## src/rtl/mskstate_shares_serializer.sv

```systemverilog
// mskstate_shares_serializer: reorders a bit-interleaved masked state into share-major
// order and streams it out as BUS_W-bit words with valid/ready handshaking.
// Optional macro MSKSER_ZEROIZE_EN wipes each buffer word once it has been accepted.
module mskstate_shares_serializer #(
    parameter int Nbits = 128,
    parameter int d     = 2,
    parameter int BUS_W = 32
) (
    input  logic               clk,
    input  logic               rst,
    input  logic [d*Nbits-1:0] state_in,
    input  logic               state_valid,
    output logic               state_ready,
    output logic [BUS_W-1:0]   dout,
    output logic               dout_valid,
    input  logic               dout_ready,
    output logic               dout_last
);
    localparam int W  = d * Nbits / BUS_W;
    localparam int CW = W > 1 ? $clog2(W) : 1;

    typedef enum logic {IDLE, SEND} state_t;

    state_t                  state;
    logic [CW-1:0]           cnt;
    logic [W-1:0][BUS_W-1:0] words;
    logic [d*Nbits-1:0]      reordered;
    logic                    last;

    // Share i occupies bits [i*Nbits +: Nbits]; its bit b sits at the MSB end of group b.
    for (genvar i = 0; i < d; i++) begin : g_share
        for (genvar b = 0; b < Nbits; b++) begin : g_bit
            assign reordered[i*Nbits+b] = state_in[b*d+d-i-1];
        end
    end

    assign last        = cnt == CW'(W - 1);
    assign state_ready = state == IDLE;
    assign dout_valid  = state == SEND;
    assign dout_last   = dout_valid && last;
`ifdef MSKSER_ZEROIZE_EN
    assign dout        = dout_valid ? words[cnt] : '0;
`else
    assign dout        = words[cnt];
`endif

    // Load on handshake, then step through the words one accept at a time.
    always_ff @(posedge clk or posedge rst) begin
        if (rst) begin
            state <= IDLE;
            cnt   <= '0;
            words <= '0;
        end else if (state == IDLE) begin
            if (state_valid) begin
                words <= reordered;
                cnt   <= '0;
                state <= SEND;
            end
        end else if (dout_ready) begin
`ifdef MSKSER_ZEROIZE_EN
            words[cnt] <= '0;
`endif
            cnt   <= last ? '0 : cnt + CW'(1);
            state <= last ? IDLE : SEND;
        end
    end
endmodule

```

## config.mk

```make
export PLATFORM = sky130hd
export DESIGN_NAME = mskstate_shares_serializer
export DESIGN_NICKNAME = d
export VERILOG_FILES = /design/src/rtl/mskstate_shares_serializer.sv
export SDC_FILE = /design/constraint.sdc
export NUM_CORES = 1
export LEC_CHECK = 0
export ABC_AREA = 1
export BUFFER_PORTS_ARGS = -buffer_cell sky130_fd_sc_hd__buf_2
export CAP_MARGIN = 20
export CORE_MARGIN = 10
export CORE_UTILIZATION = 50
export DETAILED_ROUTE_END_ITERATION = 7
export GPL_TIMING_DRIVEN = 0
export PLACE_DENSITY_LB_ADDON = 0.12
export SYNTH_ARGS = -nofsm -noshare
export SYNTH_HDL_FRONTEND = slang
export SYNTH_SLANG_ARGS = --single-unit
```

## constraint.sdc

```tcl
create_clock -name clk -period 9.8 [get_ports clk]
set_input_delay 1.47 -clock clk [delete_from_list [all_inputs] [get_ports clk]]
set_output_delay 1.47 -clock clk [all_outputs]
set_load 0.01 [all_outputs]
```

==> results_dict.tcl, run 1 <==
set metrics [dict create \
    die_area_um2 33200 \
    hpwl_mm 34.0 \
    start_kind "register" \
    cap_violations 0 \
    die_h_um 182 \
    worstMarginPinSlew_ns 0.690 \
    postSynthAreaPerCell_um2 7.74 \
    worstPathRequired_ns 8.33 \
    wire_per_inst_um 18.4 \
    end_kind "output pin" \
    fin_util_pct 61.7 \
    cp.arrival_ns 2.40 \
    cts_made_buffers 28 \
    hold_buffers 0 \
    fillerInstances 2434 \
    outcome "completed" \
    overflow 0 \
    antenna_left 0 \
    htreeDepth 1 \
    start_util_pct 50.6 \
    synth.distinct_cells 19 \
    register_area_um2 6510 \
    hold_viol 0 \
    r2r_slack_ns 8.37 \
    crit_fanout 10 \
    rsz0062_at_grt "no" \
    synth_top_area_share_pct 49.4 \
    ios 295 \
    syn-instance-count 1700 \
    ys_seq_area_share_pct 49.4 \
    crit_type "reg2out" \
    min_from "words[204]" \
    p_leak_nw 8.99 \
    synth-seq-cells 260 \
    fmax_ghz 0.258 \
    root_buffer "clkbuf_16" \
    dp.cells 2331 \
    fin_nets 2288 \
    p_per_area_nw_per_um2 330 \
    port_buffers 294 \
    layout_min_cycle_time_ns 3.87 \
    place_congestion 0.967 \
    antenna_found_initial 0 \
    setup_tns_ns 0 \
    multi_input_area_um2 4830 \
    cts_resized 0 \
    grt_pass1_vias 12460 \
    holdWs_ns 0.509 \
    grt_max_degree 129 \
    min_period_over_period_pct 39.5 \
    syn_to_final_growth_pct 21.8 \
    insertedDiodeCount 0 \
    finalPower_mw 5.29 \
    cts_setup_buffers 0 \
    r2r_cells 4 \
    fin_cells 2380 \
    synthTopCellsByArea "dfrtp_1, nand2_1, inv_1, nor2_1, a21oi_1" \
    clockBufferDepth 3 \
    holdPathEnd "words[204]" \
    row_count 59 \
    setup_violations 0 \
    drc_errors 0 \
    r2r_start "cnt[1]" \
    grt_usage_pct 25.6 \
    syn-num-nets 1962 \
    ys.warnings.count 0 \
    final_layout_size_suffix_gt1_share_pct 25.1 \
    cts.sinks 260 \
    grt_pass1_wl_mm 67.2 \
    viasPerCell 5.03 \
    cts.clk_slew.worst_paths_ns 0.06 \
    drtIter0Drc 887 \
    hp-class "reg2reg" \
    num_vias 11969 \
    irDropWorstVdd_mv 0.174 \
    yosysTopAreaCell "dfrtp_1" \
    core_um2 26000 \
    dr.pass1.iters 5 \
    hold_depth 2 \
    skew_ns 0.0109 \
    worstSkewPairLatency_ns 0.55 \
    finalWirelength_mm 43.9 \
    cts_tree "built" \
    relSlewSlack_pct 54.0 \
    r2r-end "cnt[0]" \
    syn_area_um2 13200 \
    die_w_um 182 \
    slew_violations 0 \
]
## power by group
group          total (mW)  internal (mW)  switching [mW]
combinational        2.48          0.850            1.63
sequential           1.72           1.59           0.138
clock                1.08          0.641           0.437
total                5.29           3.08            2.21
## cells in the mapped netlist
cell	number
nand2_1	420
inv_1	262
dfrtp_1	260
nor2_1	257
a21oi_1	180
nand3_1	129
a21oi_2	77
buf_6	41
buf_2	35
buf_4	19
clkbuf_1	8
buf_1	2
ha_1	2
inv_2	2
o21ai_0	2
buf_8	1
nand2_8	1
o22ai_1	1
or2_2	1
## sequential cells by signal, summed over array words and instances (netlist names)
register	count
words	256
cnt	3
dout_valid	1
## area by class of cell
| cell class | instances | area share (%) |
|---|---|---|
| clock inverters | 7 | 0.687 |
| multi-input cells | 1070 | 30.1 |
| inverters | 264 | 6.23 |
| well taps | 335 | 2.62 |
| plain buffers | 106 | 5.19 |
| repair buffers | 296 | 9.52 |
| flip-flops and latches | 260 | 40.6 |
| clock buffers | 42 | 5.02 |
## how the worst max path moves through the flow
stage / startpoint / end / slack (ns) / depth (start not counted)
after global placement: rst / words[75] / -1.84 / 2
final: cnt[1] / dout[17] / 5.93 / 8
after floorplan: rst / cnt[0] / 1.17 / 1
after CTS: cnt[2] / dout[6] / 5.96 / 6
after global routing: cnt[1] / dout[17] / 5.87 / 8
after detailed placement: cnt[0] / dout[3] / 6.56 / 8
## metal layers
layer | vias to the layer above | GRT usage [%] | part of all wire, %
li1 | 5827 | - | -
met4 | 0 | 8.56 | 3.4
met5 | - | 0 | 0
met3 | 84 | 4.99 | 6.9
met1 | 5617 | 32.4 | 42
met2 | 441 | 42.9 | 48
## placed cells by master, fill, tap and decap left out, drive strengths merged
cell | synthesis | final
buf | 98 | 394
nand3 | 129 | 129
ha | 2 | 2
o21ai | 2 | 2
nand2 | 421 | 421
clkinv | 0 | 4
a21oi | 257 | 257
dfrtp | 260 | 260
nor2 | 257 | 257
o22ai | 1 | 1
bufinv | 0 | 3
inv | 264 | 264
or2 | 1 | 1
clkbuf | 8 | 50
## kinds of logic (layout without fill, tap and decap cells)
family                   Yosys count  count (layout)  share of synthesized area [%]
adder cells (fa/ha/maj)            2               2                          0.190
flip-flops                       260             260                           49.4
AO/OA/AOI/OAI                    260             260                           12.1
buffers and inverters            370             715                           13.9
AND/OR/NAND/NOR                  808             808                           24.4
## through the flow
stage	cell area, um2	worst slack [ns]
6_report	16000	5.93
5_1_grt	16000	5.87
4_1_cts	16000	5.96
3_5_place_dp	15100	6.56
3_3_place_gp	15000	-1.84
2_1_floorplan	13200	1.17
## critical path, stage by stage (launching register included)
cell     delay, ns
dfrtp_1       0.42
inv_1         0.08
buf_2         0.33
buf_2         0.34
nand3_1       0.19
nand2_1       0.21
nand2_1       0.09
nand2_1       0.07
buf_2         0.13
No activity file was read; power rests on OpenSTA's default activity.
==> inputs of run 2 (changes only) <==
==> constraint.sdc (replaced) <==
create_clock -name clk -period 3.12 [get_ports clk]
set_input_delay 0.468 -clock clk [delete_from_list [all_inputs] [get_ports clk]]
set_output_delay 0.468 -clock clk [all_outputs]
set_load 0.01 [all_outputs]
==> results_dict.tcl, run 2 (synthesized netlist as in run 1, its figures left out) <==
set metrics [dict create \
    fin_cells 2383 \
    crit_type "reg2out" \
    crit_fanout 10 \
    routed-wl-met2_mm 21.3 \
    finalWirelength_mm 44.0 \
    placed_cell_area_um2 15200 \
    hpwl_mm 34.5 \
    die_area_um2 33200 \
    hp-class "in2reg" \
    p_leak_nw 9.01 \
    start_util_pct 50.6 \
    dp.cells 2336 \
    drc_errors 0 \
    port_buffers 294 \
    wire_per_inst_um 18.5 \
    outcome "completed" \
    final_cell_mix "nand2_1, buf_2, inv_1, dfrtp_1, nor2_1" \
    end_kind "output pin" \
    critPathLaunch "cnt[1]" \
    relSlewSlack_pct 55.0 \
    start_kind "register" \
    cts.sinks 260 \
    grt_max_degree 42 \
    top_register "words" \
    root_buffer "clkbuf_16" \
    timing.critical_path.cells "inv_1, buf_2, buf_2, nand3_1, nand2_1, nand2_1, nand2_1, buf_2" \
    cts_tree "built" \
    critPathMaxStageDelay_ns 0.40 \
    critical_path.endpoint "dout[17]" \
    r2r_slack_ns 1.69 \
    die_w_um 182 \
    skew_ns 0.0101 \
    grt_pass1_vias 12474 \
    slew_violations 0 \
    dr.pass1.iters 6 \
    cts_resized 0 \
    grt_pass1_wl_mm 68.2 \
    viasPerCell 5.02 \
    cp.arrival_ns 2.36 \
    overflow 0 \
    irDropWorstVdd_mv 0.483 \
    worstPathRequired_ns 2.65 \
    dr_wl_met3_mm 3.05 \
    die_h_um 182 \
    largest_reg_flops 256 \
    setup_tns_ns 0 \
    fin_area_um2 16100 \
    wirelength_met1_mm 18.4 \
    fillerInstances 2396 \
    antenna_found_initial 0 \
    final_common_cell "nand2_1" \
    syn_to_final_growth_pct 22.2 \
    fin_nets 2295 \
    clockBufferDepth 3 \
    final_layout_size_suffix_gt1_share_pct 25.3 \
    place_congestion 0.938 \
    r2r-end "cnt[0]" \
    setup_violations 0 \
    fmax_ghz 0.354 \
    r2r_start "cnt[1]" \
    top_layer "met4" \
    layout_min_cycle_time_ns 2.83 \
    num_vias 11962 \
    cts.clk_slew.worst_paths_ns 0.06 \
    antenna_left 0 \
    worstSkewPairLatency_ns 0.54 \
    hold_depth 3 \
    htreeDepth 1 \
    row_count 59 \
    p_per_area_nw_per_um2 1030 \
    insertedDiodeCount 0 \
    worst_slack_ns 0.292 \
    worstMarginPinSlew_ns 0.676 \
    fin_util_pct 61.9 \
    ios 295 \
    r2r_cells 4 \
    rsz0062_at_grt "no" \
    drtIter0Drc 1068 \
    dp_slack_ns 0.911 \
    min_period_over_period_pct 90.6 \
    core_um2 26000 \
    grt_usage_pct 25.8 \
    cts_made_buffers 29 \
    cap_violations 0 \
    hold_viol 0 \
    crit_slowest_cell "dfrtp_1" \
]
==> run 2: stage by stage <==
| stage | total power [mW] | hold WS, ns |
|---|---|---|
| final | 16.5 | 0.161 |
| after global routing | 17.7 | 0.162 |
| after CTS | 16.5 | 0.150 |
| after detailed placement | 13.2 | 0.462 |
| after global placement | 13.0 | 0.489 |
| after floorplan | 10.5 | 0.480 |
==> run 2: where the power goes <==
group / internal [mW] / total [mW] / switching, mW / leakage, nW
registers: 4.98 / 5.41 / 0.427 / 2.76
clock network: 1.92 / 3.27 / 1.35 / 0.435
logic: 2.68 / 7.85 / 5.17 / 5.82
total: 9.58 / 16.5 / 6.95 / 9.01
==> run 2: final cells by class <==
cell class / count / area (um2) / share of cell area (%)
multi-input combinational: 1070 / 4830 / 30.0
buffer: 106 / 832 / 5.17
clock inverter: 7 / 88.8 / 0.552
timing repair buffer: 302 / 1620 / 10.1
inverter: 264 / 995 / 6.18
clock buffer: 39 / 793 / 4.93
tap: 335 / 419 / 2.61
sequential: 260 / 6510 / 40.4
==> run 2: worst max-delay path: cells and delay by family, from the launching register on <==
kind	cells	cell delay [ns]
simple gates	4	0.53
flops	1	0.40
buf+inv	4	0.88
==> run 2: metal layers <==
layer	track usage [%]	vias up
met3	4.06	76
met1	33.2	5650
met4	7.61	0
met5	0	-
li1	-	5836
met2	43.9	400
==> run 2: worst min-delay path by stage <==
stage                             to     startpoint  slack, ns
after floorplan            words[13]      words[13]       0.48
after CTS                  words[82]  state_in[165]       0.15
final                      words[21]   state_in[43]       0.16
after global placement    words[249]     words[249]       0.49
after global routing       words[25]   state_in[51]       0.16
after detailed placement  words[194]            rst       0.46
==> run 2: repair_timing <==
item | CTS | global route
hold buffers | 1 | 0
hold endpoints to repair | 10 | 0
setup endpoints to repair | 0 | 0
buffers inserted | 0 | 0
